<file path="src/rtl/sar_search_pkg.sv">
// sar_search_pkg: shared types and defaults for the successive-approximation search engine.
//   sar_state_t   : search controller states (IDLE, SEARCH, DONE)
//   SAR_W_DEFAULT : default search width in bits
package sar_search_pkg;

  localparam int unsigned SAR_W_DEFAULT = 8;

  typedef enum logic [1:0] {
    IDLE   = 2'd0,
    SEARCH = 2'd1,
    DONE   = 2'd2
  } sar_state_t;

endpackage

</file>
<file path="src/rtl/sar_search_8bit.sv">
// sar_search_8bit: successive-approximation search engine. Recovers an unknown value A held
// behind an external magnitude comparator by driving trial values on its B input, one bit
// per cycle, MSB first.
//   clk     : rising-edge clock
//   rst     : asynchronous active-high reset
//   start   : request a search (only sampled while busy=0)
//   cmp_gt  : comparator flag A > trial
//   cmp_eq  : comparator flag A == trial
//   cmp_lt  : comparator flag A < trial
//   trial   : registered candidate driven to comparator B
//   busy    : search in progress
//   done    : one-cycle pulse, result/err valid from this cycle
//   result  : recovered value, held until the next accepted start
//   err     : last search aborted on non-one-hot flags, held until the next accepted start
// Build option: define SAR_SEARCH_EARLY_EXIT_EN to end a search as soon as cmp_eq is seen.
module sar_search_8bit
  import sar_search_pkg::*;
#(
  parameter int unsigned W = SAR_W_DEFAULT
) (
  input  logic         clk,
  input  logic         rst,
  input  logic         start,
  input  logic         cmp_gt,
  input  logic         cmp_eq,
  input  logic         cmp_lt,
  output logic [W-1:0] trial,
  output logic         busy,
  output logic         done,
  output logic [W-1:0] result,
  output logic         err
);

  localparam int unsigned IdxW    = (W > 1) ? $clog2(W) : 1;
  localparam logic [W-1:0] OneLsb = {{(W-1){1'b0}}, 1'b1};
  localparam logic [W-1:0] OneMsb = {1'b1, {(W-1){1'b0}}};

  sar_state_t      state_q, state_d;
  logic [W-1:0]    trial_q, trial_d;
  logic [W-1:0]    result_q, result_d;
  logic [IdxW-1:0] idx_q, idx_d;
  logic            busy_q, busy_d;
  logic            done_q, done_d;
  logic            err_q, err_d;

  logic [W-1:0]    cur_bit;
  logic [W-1:0]    kept;
  logic            flags_valid;

  always_comb begin
    cur_bit     = OneLsb << idx_q;
    // A below the trial means the bit under test overshoots and must be dropped.
    kept        = cmp_lt ? (trial_q & ~cur_bit) : trial_q;
    flags_valid = ({cmp_gt, cmp_eq, cmp_lt} == 3'b100) ||
                  ({cmp_gt, cmp_eq, cmp_lt} == 3'b010) ||
                  ({cmp_gt, cmp_eq, cmp_lt} == 3'b001);

    state_d  = state_q;
    trial_d  = trial_q;
    result_d = result_q;
    idx_d    = idx_q;
    busy_d   = busy_q;
    done_d   = 1'b0;
    err_d    = err_q;

    unique case (state_q)
      IDLE, DONE: begin
        state_d = IDLE;
        busy_d  = 1'b0;
        trial_d = '0;
        if (start) begin
          state_d  = SEARCH;
          busy_d   = 1'b1;
          trial_d  = OneMsb;
          idx_d    = IdxW'(W - 1);
          result_d = '0;
          err_d    = 1'b0;
        end
      end

      SEARCH: begin
        if (!flags_valid) begin
          state_d  = DONE;
          busy_d   = 1'b0;
          done_d   = 1'b1;
          trial_d  = '0;
          result_d = '0;
          err_d    = 1'b1;
`ifdef SAR_SEARCH_EARLY_EXIT_EN
        end else if (cmp_eq) begin
          state_d  = DONE;
          busy_d   = 1'b0;
          done_d   = 1'b1;
          trial_d  = '0;
          result_d = trial_q;
`endif
        end else if (idx_q == '0) begin
          state_d  = DONE;
          busy_d   = 1'b0;
          done_d   = 1'b1;
          trial_d  = '0;
          result_d = kept;
        end else begin
          trial_d = kept | (cur_bit >> 1);
          idx_d   = idx_q - IdxW'(1);
        end
      end

      default: begin
        state_d = IDLE;
        busy_d  = 1'b0;
        trial_d = '0;
      end
    endcase
  end

  always_ff @(posedge clk or posedge rst) begin
    if (rst) begin
      state_q  <= IDLE;
      trial_q  <= '0;
      result_q <= '0;
      idx_q    <= '0;
      busy_q   <= 1'b0;
      done_q   <= 1'b0;
      err_q    <= 1'b0;
    end else begin
      state_q  <= state_d;
      trial_q  <= trial_d;
      result_q <= result_d;
      idx_q    <= idx_d;
      busy_q   <= busy_d;
      done_q   <= done_d;
      err_q    <= err_d;
    end
  end

  assign trial  = trial_q;
  assign busy   = busy_q;
  assign done   = done_q;
  assign result = result_q;
  assign err    = err_q;

endmodule
</file>
<file path="config.mk">
export PLATFORM = sky130hd
export DESIGN_NAME = sar_search_8bit
export DESIGN_NICKNAME = d
export VERILOG_FILES = /design/src/rtl/sar_search_pkg.sv /design/src/rtl/sar_search_8bit.sv
export SDC_FILE = /design/constraint.sdc
export NUM_CORES = 1
export LEC_CHECK = 0
export BUFFER_PORTS_ARGS = -buffer_cell sky130_fd_sc_hd__buf_2
export CAP_MARGIN = 20
export CORE_MARGIN = 5
export CORE_UTILIZATION = 45
export CTS_CLUSTER_SIZE = 16
export DETAILED_ROUTE_END_ITERATION = 8
export PLACE_DENSITY = 0.73
export SKIP_LAST_GASP = 1
export SLEW_MARGIN = 20
export SYNTH_ARGS = -nofsm -noshare
export SYNTH_HDL_FRONTEND = slang
export SYNTH_SLANG_ARGS = --single-unit
</file>
<file path="constraint.sdc">
create_clock -name clk -period 1.6 [get_ports clk]
set_clock_uncertainty 0.05 [all_clocks]
set_input_delay 0.48 -clock clk [delete_from_list [all_inputs] [get_ports clk]]
set_output_delay 0.48 -clock clk [all_outputs]
set_load 0.02 [all_outputs]
</file>
==> reports/summary.md, run 1 <==
The number of post-CTS setup repair buffers came out at 0. The final-report hold violation count was 0. Minimum setup slack after placement: -0.0921 ns.

The run finished with clean final reports. For the sum of routed wire length over all layers, the log shows 2400 µm. The power density relative to cell area came out at 1150 nW/µm². Counting every sink on the clock net gives 24. Post-layout worst setup margin: 0.0612 ns. The largest single stage delay on the critical path is 0.43 ns. For the maximum buffer depth of the clock tree, the log shows 2. The tools report the global-route usage over all layers as 0.148. The floorplan step defined a core boundary enclosing 2430 µm². Of all nets on the critical path, the largest fanout is 6. At the end of routability-driven placement, the weighted congestion stood at 0.876. TritonCTS built the clock tree. The final route contains 894 vias.

The tool flagged a number of max-cap violations equal to 0. A synthesized cell averages 11.4 µm². The width of the die was 59.9 µm; the count of cell types in the netlist was 30.

The xor-xnor portion of the synthesized cell area was 0.0246; the worst hold slack was 0.124 ns. For the data required time at the worst endpoint, the log shows 1.77 ns. The slowest stage cell on the critical path was sky130_fd_sc_hd__dfrtp_1. For this design, the CTS-stage hold fixing added 0 buffers. Number of primary I/O pins: 25. The cell area that synthesis handed to floorplanning was 1120 µm². The leakage power is 0.000706 µW, and the fraction of layout cells with a size suffix above 1 is 0.341.

The setup path with the least slack is of type reg -> reg. Wire segments on met3 add up to 111 µm in the final route. In the final design database the tool counted 147 nets. The height of the chip is 59.9 µm. The worst setup path is captured at a flip-flop. The synthesized-area fraction occupied by and/or/nand/nor cells was 0.105; the initial DRC count was 24. The die covers 3590 µm².

The most used flip-flop cell after synthesis is sky130_fd_sc_hd__dfrtp_1. The run gives 902 as the via count of the first global-routing pass. Traced cell by cell, the critical path runs through inv_1 > ha_1 > buf_4 > nand2_1 > nor2_4 > a32o_1.

In this run, post-CTS repair resized a total of 0 instances. For the number of antenna violations at the first check in global routing, the log shows 0. After synthesis the netlist holds a flip-flop and latch count of 24. The logs give 1840 µm for the detailed-placement wirelength estimate and 0 for the count of yosys warnings during synthesis.

Timing would allow up to 0.650 GHz. The final count of pins violating max slew is 0. The min-delay analysis places its worst path in the category in -> async. After global routing the overflow that remains totals 0. The number of remaining DRC errors was 0. The adder-cell share of the synthesized area works out to 0.0559. The post-detailed-route via-to-cell ratio works out to 5.42. Highest signal layer in the routed design: met4. The count of input and output buffers is 24.

The area growth from synthesis to layout is 24.5%. The repair_antennas step left the layout with diodes totalling 0. The tools report the wire length on met2 as 1280 µm. In this run the remaining antenna-violating nets after routing total 0. Clock-pin slew was measured on the worst setup and hold paths at 0.13 ns. The number of nets in the synthesized netlist is 109. The met1 wire length is 973 µm. By area, the combinational part of the netlist is dominated by compound AO/OA/AOI/OAI gates. The share of the cycle needed by the critical path after routing came out at 0.962.

The worst path in the final design needs a cycle of 1.54 ns, including I/O delays and setup. CTS placed an instance of sky130_fd_sc_hd__clkbuf_4 at the clock tree root. The final core area utilization came out at 0.573. The number of placement rows was 18.

After technology mapping, the gate count stands at 98. The area fraction in compound gates after synthesis is 0.248, and the maximum number of pins on one net before global-route repair is 25. The worst slew margin relative to its limit is 0.771, and the average wire per cell in the routed design is 14.5 µm. Setup repair after global routing left no endpoint under its margin. The logs give 0 ns for the final-layout setup total negative slack and 0.31 ns for the source-to-sink clock delay at the later pin of the worst-skew pair. For the final non-filler cell area, the log shows 1390 µm².

The initial standard-cell utilization of the core was 0.460; the share of async-settable or async-resettable flops after synthesis was 1.00. Clock tree synthesis inserted a total of 3 buffers. The share of synthesized area spent on multiplexers came out at 0. The first global-routing pass estimated 3950 µm of wire.

Across the VDD grid, the largest voltage drop is 0.000654 V. The startpoint type of the worst setup path was a flip-flop. The placed instance area was 1350 µm²; the signal arrival time at the worst endpoint was 1.71 ns. For the pin with the worst max-slew slack, the measured transition is 0.339 ns. For this run, the detailed router's first-pass iteration total came to 4. H-tree depth: 1.

Setup violations remaining at the end of the flow were counted as 0. Counting flops with a built-in enable in the synthesized netlist gives 0. The post-synthesis sequential area ratio was 0.536.
-- cell usage in the layout (no fill, tap or decap), drive strengths merged, types with 5 or more instances in the layout --
| master | netlist | routed |
|---|---|---|
| a21oi | 10 | 10 |
| inv | 5 | 5 |
| ha | 5 | 5 |
| o21ai | 6 | 6 |
| dfrtp | 24 | 24 |
| nand2 | 9 | 9 |
| buf | 1 | 35 |
| nor2 | 6 | 6 |
-- cell type report --
type | count | area (µm²)
inverter | 5 | 18.8
multi-input combinational | 67 | 498
sequential | 24 | 601
fill | 204 | 1040
timing repair buffer | 35 | 203
clock buffer | 4 | 36.3
tap | 30 | 37.5
-- cell usage after synthesis, types with 2 or more instances --
master / count / share of area
sky130_fd_sc_hd__a22o_1: 4 / 0.031
sky130_fd_sc_hd__inv_1: 5 / 0.017
sky130_fd_sc_hd__nand2_1: 9 / 0.030
sky130_fd_sc_hd__o2bb2ai_1: 2 / 0.016
sky130_fd_sc_hd__nor2b_1: 3 / 0.017
sky130_fd_sc_hd__nor2_1: 5 / 0.017
sky130_fd_sc_hd__dfrtp_1: 24 / 0.54
sky130_fd_sc_hd__a32o_1: 2 / 0.018
sky130_fd_sc_hd__a21boi_0: 2 / 0.013
sky130_fd_sc_hd__a21oi_1: 10 / 0.045
sky130_fd_sc_hd__o21ai_0: 5 / 0.022
sky130_fd_sc_hd__nand3_1: 4 / 0.018
sky130_fd_sc_hd__ha_1: 5 / 0.056
sky130_fd_sc_hd__o21a_1: 2 / 0.013
-- worst max-delay path: cells and delay by family (launching register included) --
kind | cells | cell delay [ns]
AOI/OAI and AO/OA | 1 | 0.27
adders and majority gates | 1 | 0.20
buffers and inverters | 2 | 0.25
DFF | 1 | 0.43
and+or+nand+nor | 2 | 0.23
-- state kept, by name (all words and copies together) (netlist names) --
| signal | flops |
|---|---|
| result | 8 |
| done | 1 |
| busy | 1 |
| state_q | 2 |
| idx_q | 3 |
| err | 1 |
| trial | 8 |
-- report_power, final --
group	leakage, µW	switching, µW	internal (µW)
sequential	0.000315	53.0	677
clock	0.0000210	185	139
combinational	0.000370	332	219
total	0.000706	570	1040
-- metal layers --
layer / up-vias / global-route usage
li1: 428 / -
met5: - / 0
met2: 25 / 0.272
met3: 2 / 0.0151
met4: 0 / 0.0759
met1: 439 / 0.167
-- worst paths after layout --
check	depth (start not counted)	from	endpoint	slack, ns
min in group clk	1	busy	busy	0.45
min reg2reg	1	busy	busy	0.45
min	3	rst	result[4]	0.12
max reg2reg	6	idx_q[1]	result[0]	0.06
max in group asynchronous	3	rst	err	1.15
max	6	idx_q[1]	result[0]	0.06
-- per-stage QoR --
| stage | std cells | total power (µW) |
|---|---|---|
| 2_1_floorplan | 98 | 1090 |
| 3_3_place_gp | 161 | 1260 |
| 3_5_place_dp | 161 | 1280 |
| 4_1_cts | 165 | 1600 |
| 5_1_grt | 165 | 1700 |
| 6_report | 165 | 1610 |
-- kinds of logic after synthesis --
family / Yosys count
buffers and inverters: 7
DFF: 24
xor gates and xnor gates: 1
adders and majority gates: 5
and+or+nand+nor: 25
AOI/OAI and AO/OA: 36
Power figures use the tool's default switching activity.
==> inputs of run 2 (changes only) <==
CORE_MARGIN = 10   (was 5)
==> run 2 against run 1 <==
Compared with the run above: non-clock buffer count is 1 higher; sequential share of layout area is 0.19 points higher; cell area shrank 0.45%; die area rose by 36%; worst setup slack improved by 0.045 ns; sequential power about the same; via count is the same; combinational power increased by 4.5%; total power fell by 2.5%; first-iteration DRC count is 79% higher.
==> reports/summary.md, run 2 (same netlist as run 1, synthesis figures left out) <==
In this run the power density over the cells is 1130 nW/µm². Nature of the critical path endpoint: a flip-flop. Data arrives at the worst endpoint at 1.66 ns. The largest single stage delay on the critical path is 0.40 ns. The worst path in the final design needs a cycle of 1.49 ns, including I/O delays and setup. After legalization and detailed placement, the total HPWL measured 1980 µm. The run gives 0 as the final-report hold violation count. The category of cells accounting for the largest share of critical-path delay was flip-flops. TritonCTS built the clock tree. On the final layout, the worst hold slack is 0.132 ns. The tools report the global-route usage over all layers as 0.107. The final layout contains routed wiring with a total length of 2550 µm.

The class of the worst hold path was in -> async. The final core area utilization is 0.570. The width of the die is 69.9 µm, and the minimum setup slack after placement is -0.0910 ns. The area growth from synthesis to layout is 23.9%. After floorplanning, the core was sized to cover 2430 µm². Before antenna repair, the detailed router went through 4 iterations. Walking the worst path, the cells encountered are inv_1 > ha_1 > buf_4 > nand2_1 > nor2_4 > a32o_1. The floorplan die area is 4880 µm². The maximum number of pins on one net before global-route repair came out at 25. For the largest voltage drop on the vdd net, the log shows 0.000527 V.

The tools report the initial standard-cell utilization of the core as 0.460. The detailed router placed 894 vias in this run. Port buffering added 24 buffers. Setup repair after global routing left no endpoint under its margin.

The run finished with clean final reports. Leaving out fill and tap cells, the most frequent cells in the layout are sky130_fd_sc_hd__dfrtp_1, sky130_fd_sc_hd__buf_2, sky130_fd_sc_hd__buf_4, sky130_fd_sc_hd__a21oi_1, sky130_fd_sc_hd__nand2_1. The floorplan step set the die height to 69.9 µm. Global routing finished with a remaining overflow of 0. The logs give 0.778 for the worst slew margin relative to its limit and 0.107 ns for the post-layout worst setup margin. The run gives 0 as the number of antenna violations at the first check in global routing. For the number of maximum-capacitance violations, the log shows 0. The fraction of layout cells with a size suffix above 1 came out at 0.341. The slowest stage cell on the critical path is sky130_fd_sc_hd__dfrtp_1.

Buffers inserted during clock tree synthesis total 3. The worst setup path is launched from a flip-flop. Across the whole layout, storage elements account for 601 µm².

For the worst setup path, the data required time is 1.77 ns. For this run, the top clock speed supported by timing is 0.670 GHz. For the pin with the worst max-slew slack, the measured transition is 0.329 ns.

Number of nets in the layout: 148. After detailed routing, the average wire length per cell comes to 15.5 µm. Routability-driven placement finished with a final weighted congestion of 0.893. Adding up every negative setup slack in the final design gives 0 ns. Setup violations remaining at the end of the flow were counted as 0.

In the final layout, the multi-input gates occupy 498 µm². Clock latency on the worst-skew pair, taken at its later pin, is 0.31 ns. The floorplan has 18 rows. The tools report the clock tree root buffer cell as sky130_fd_sc_hd__clkbuf_4. The via count of the first global-routing pass is 957, and the maximum buffer depth of the clock tree is 2. Fill cells in the final layout number 218.

The count of clock tree sinks is 24. The tools report the first-pass GRT wire length as 4330 µm. The logs give 0 for the count of antenna diodes in the layout and 43 for the initial DRC count.

The H-tree depth was 1. Counting both buffers and inverters, the worst setup path holds a total of 2. The worst setup path is of the reg -> reg kind. The post-detailed-route via-to-cell ratio is 5.42. The number of primary I/O pins is 25. The final count of pins violating max slew was 0. The clock-pin transition on the worst setup and hold timing paths is 0.12 ns, and the share of the cycle needed by the critical path after routing is 0.933.

For this run, design rule violations remaining after detail routing come to 0. The number of nets with antenna violations after detailed routing came out at 0. For this design the static power due to leakage is 0.000703 µW. The maximum fanout count along the critical path was 6.
run 2: metal layers:
layer | track usage | vias up | wire length, µm
met1 | 0.111 | 441 | 1020
met3 | 0.0268 | 5 | 154
met5 | 0 | - | 0
met2 | 0.187 | 24 | 1320
met4 | 0.0658 | 0 | 64
li1 | - | 424 | -
run 2: timing repair:
item / in CTS / in global routing
gates resized for setup: 0 / 3
setup endpoints to repair: 0 / 11
hold buffers: 0 / 0
setup buffers: 0 / 1
run 2: area by class of cell:
cell class | instances | share of cell area
sequential | 24 | 0.433
multi-input combinational | 67 | 0.359
timing repair buffer | 36 | 0.151
tap | 30 | 0.0271
clock buffer | 3 | 0.0162
inverter | 5 | 0.0135
run 2: path summary, 6_finish.rpt:
check	start	end	slack, ns	cells after the start
setup / recovery	idx_q[1]	result[0]	0.11	6
hold / removal	rst	trial[5]	0.13	3
setup reg to reg	idx_q[1]	result[0]	0.11	6
hold reg to reg	busy	busy	0.44	1
max in group asynchronous	rst	state_q[1]	1.14	3
min in group clk	busy	busy	0.44	1
run 2: power by group:
group / leakage, µW / internal (µW) / total, µW / switching, µW
Sequential: 0.000315 / 677 / 730 / 52.3
Combinational: 0.000375 / 236 / 576 / 340
Clock: 0.0000138 / 88.2 / 261 / 173
Total: 0.000703 / 1000 / 1570 / 565
run 2: through the flow:
step	total power (µW)	std cells	instance area, µm²
finish	1570	165	1390
global route	1660	165	1390
CTS	1550	164	1370
floorplan	1090	98	1120
detailed placement	1290	161	1350
global placement	1260	161	1350
run 2: worst reg2reg max path, delay by kind of cell, from the launching register on:
| kind | cells | cell delay, ns |
|---|---|---|
| adder cells (fa/ha/maj) | 1 | 0.19 |
| flip-flops | 1 | 0.40 |
| buffers and inverters | 2 | 0.24 |
| AO/OA/AOI/OAI | 1 | 0.27 |
| AND/OR/NAND/NOR | 2 | 0.24 |
==> inputs of run 3 (changes only) <==
ABC_AREA = 1   (was not set)
PLACE_DENSITY = 0.7   (was 0.73)
SLEW_MARGIN = 5   (was 20)
clock period = 1.7 ns   (was 1.6 ns; I/O delays follow)
==> run 3 against run 2 <==
Compared with the run above: non-clock buffer count fell by 7; sequential share of layout area grew 0.96 points; combinational power grew 35%; cell area down 2.2%; sequential cell count unchanged; clock power shrank 7%; critical path type unchanged; first-iteration DRC count decreased by 7.0%; global-route usage hardly changed; clock-buffer cell count unchanged.
==> reports/summary.md, run 3 <==
The class of the worst hold path is in -> async. The hold buffer count at cts was 0; the area fraction in compound gates after synthesis was 0.0744. The tools report the number of antenna violations at the first check in global routing as 0. TritonCTS built the clock tree. The signal arrival time at the worst endpoint was 1.69 ns; the maximum fanout count along the critical path was 4.

Setup repair after global routing left no endpoint under its margin. The cell-internal power was 1020 µW. From synthesis to final layout, the design area changed by 18.7%.

The count of input and output buffers was 24; the net switching power was 771 µW. The final route contains 941 vias. The worst-case IR drop observed on VDD is 0.000748 V. Combinational power share: 0.435. The logs give 1990 µm for the detailed-placement wirelength estimate and 24 for the count of clock tree sinks.

The tools report the H-tree depth as 1. At the end of routability-driven placement, the weighted congestion stood at 0.928. The nature of the critical path endpoint is a flip-flop. The share of async-settable or async-resettable flops after synthesis was 1.00; the number of iterations in the first detailed-routing pass was 4. The part of the power in registers came out at 0.429. For the worst setup path, the data required time is 1.87 ns.

The synthesized-area fraction occupied by and/or/nand/nor cells works out to 0.295. The number of nets handed over by synthesis was 142. Standard cell core area: 2450 µm².

The tools report the number of nets in the layout as 174. By area the synthesized netlist is led by sky130_fd_sc_hd__dfrtp_1, sky130_fd_sc_hd__nand2_1, sky130_fd_sc_hd__nand3_1. Setup violations remaining at the end of the flow were counted as 0. The tools report the final-report hold violation count as 0. The longest clock path from root to sink contains 2 buffers.

The first global-routing pass estimated 4480 µm of wire. The share of the cycle needed by the critical path after routing works out to 0.894. The run finished with clean final reports. The netlist uses 16 different library cells. For the maximum frequency from static timing analysis, the log shows 0.658 GHz. The share of total power consumed by net switching is 0.430. The xor-xnor portion of the synthesized cell area was 0.

Initial standard-cell utilization of the core: 0.466. The height of the chip was 70.4 µm; the number of primary I/O pins was 25. The total congestion overflow after global routing is 0.

The final non-filler cell area is 1360 µm². The adder-cell share of the synthesized area came out at 0.0547. The power density relative to cell area is 1320 nW/µm². Clock-pin slew was measured on the worst setup and hold paths at 0.12 ns.

CTS buffer count: 3. Synthesis handed over a netlist of 131 instances. The source-to-sink clock delay at the later pin of the worst-skew pair was 0.31 ns.

The run gives 0 as the final count of pins violating max slew. For the count of antenna diodes in the layout, the log shows 0. The portion of total power attributed to the clock network is 0.136, and the worst-margin pin slew is 0.315 ns. The filler cells instantiated in the layout total 230. The summed instance area of the synthesized netlist was 1140 µm²; the total of flip-flops plus latches after synthesis was 24. Most frequently used flop master after synthesis: sky130_fd_sc_hd__dfrtp_1.

Counting flops with a built-in enable in the synthesized netlist gives 0. After synthesis, the largest family of logic cells by area is simple AND/OR/NAND/NOR gates. In this run the static leakage power is 0.000768 µW. The first routing iteration left 40 violations. For this block, the routed nets add up to 2570 µm of wire. The post-synthesis sequential area ratio is 0.525.

The tools report the startpoint type of the worst setup path as a flip-flop. sky130_fd_sc_hd__nand2_1 is the most common cell in the netlist. In this run the horizontal extent of the chip is 70.4 µm. Leaving out fill and tap cells, the most frequent cell in the layout is sky130_fd_sc_hd__nand2_1. Dividing the detail-routed wire length by the instance count gives 13.4 µm. In the final timing run, aggregate negative setup slack is 0 ns. The worst path needs 1.52 ns of the cycle, external delays included. Start-to-end type of the worst setup path: reg -> reg.

The run gives 984 as the via count of the first global-routing pass. Leaving out fill and tap cells, the most frequent cells in the layout are sky130_fd_sc_hd__nand2_1, sky130_fd_sc_hd__dfrtp_1, sky130_fd_sc_hd__buf_2, sky130_fd_sc_hd__nand3_1, sky130_fd_sc_hd__nor2_1. Entering global routing, the biggest net connects 25 pins. The synthesized design spends more area on one cell type than any other, namely sky130_fd_sc_hd__dfrtp_1. The number of nets with antenna violations after detailed routing is 0, and the number of maximum-capacitance violations is 0. The worst slew margin relative to its limit was 0.788; the setup slack of the most critical reg-to-reg path was 0.18 ns. The fraction of layout cells with a size suffix above 1 was 0.261. Placed instance area: 1310 µm².

The share of synthesized area spent on multiplexers came out at 0. The tools report the global-route usage over all layers as 0.107. After synthesis, the most frequently instantiated cells are sky130_fd_sc_hd__nand2_1, sky130_fd_sc_hd__dfrtp_1, sky130_fd_sc_hd__nand3_1. After detailed routing, the number of vias per cell comes to 4.93. Clock tree root buffer cell: sky130_fd_sc_hd__clkbuf_4. The worst hold slack was 0.161 ns; the area share of the largest cell type after synthesis was 0.525.

The number of placement rows was 18; the synthesized area per cell was 8.73 µm². The count of yosys warnings during synthesis was 0; the number of remaining DRC errors was 0. The run gives 4960 µm² as the floorplan die area.
## run 3: kinds of logic (layout without fill, tap and decap cells)
group           count (synthesis)  in the layout
fa+ha+maj                       5              5
flops                          24             24
buf+inv                        13             43
compound gates                 17             17
simple gates                   72             72
## run 3: cell type report
type	count	area, µm²	area share
timing repair buffer	29	170	0.125
sequential	24	601	0.442
clock buffer	3	22.5	0.0166
inverter	11	41.3	0.0304
multi-input combinational	94	485	0.358
tap	30	37.5	0.0276
## run 3: worst paths after layout
path | start | endpoint | cells past startpoint
worst max-delay path | idx_q[0] | result[0] | 7
worst min register to register | result[4] | result[4] | 2
max in group asynchronous | rst | trial[4] | 3
worst max register to register | idx_q[0] | result[0] | 7
worst min-delay path | rst | done | 3
min in group clk | result[4] | result[4] | 2
## run 3: repair_timing
action / in CTS / in global routing
setup endpoints to repair: 0 / 15
endpoints found under the hold margin: 0 / 0
resized for setup: 0 / 1
setup buffers: 0 / 2
## run 3: power groups by stage
stage | Sequential, µW | Combinational [µW] | Clock, µW
2_1_floorplan | 845 | 477 | 0
3_3_place_gp | 779 | 726 | 0
3_5_place_dp | 781 | 742 | 0
4_1_cts | 769 | 745 | 252
5_1_grt | 794 | 868 | 275
6_report | 770 | 779 | 244
## run 3: routing by layer
layer  share of wire  GRT usage
met1            0.45      0.126
met2            0.51      0.188
met3           0.025     0.0169
met4           0.014     0.0395
met5               0          0
## run 3: per-stage QoR
step           instances  power, µW   util  setup WS [ns]
2_1_floorplan        131       1320      -          0.352
3_3_place_gp         186       1500  0.533          0.101
3_5_place_dp         186       1520  0.533       -0.00762
4_1_cts              189       1770  0.542         0.0303
5_1_grt              191       1940  0.553         0.0856
6_report             191       1790  0.553          0.179
## run 3: critical path, cell delays in order, from the launching register on
cell and delay, ns:
sky130_fd_sc_hd__dfrtp_1 0.43, sky130_fd_sc_hd__inv_1 0.15, sky130_fd_sc_hd__ha_1 0.25, sky130_fd_sc_hd__nand2_4 0.08, sky130_fd_sc_hd__o21ai_0 0.25, sky130_fd_sc_hd__nor2_1 0.09, sky130_fd_sc_hd__nand3_1 0.08, sky130_fd_sc_hd__nand2_1 0.05
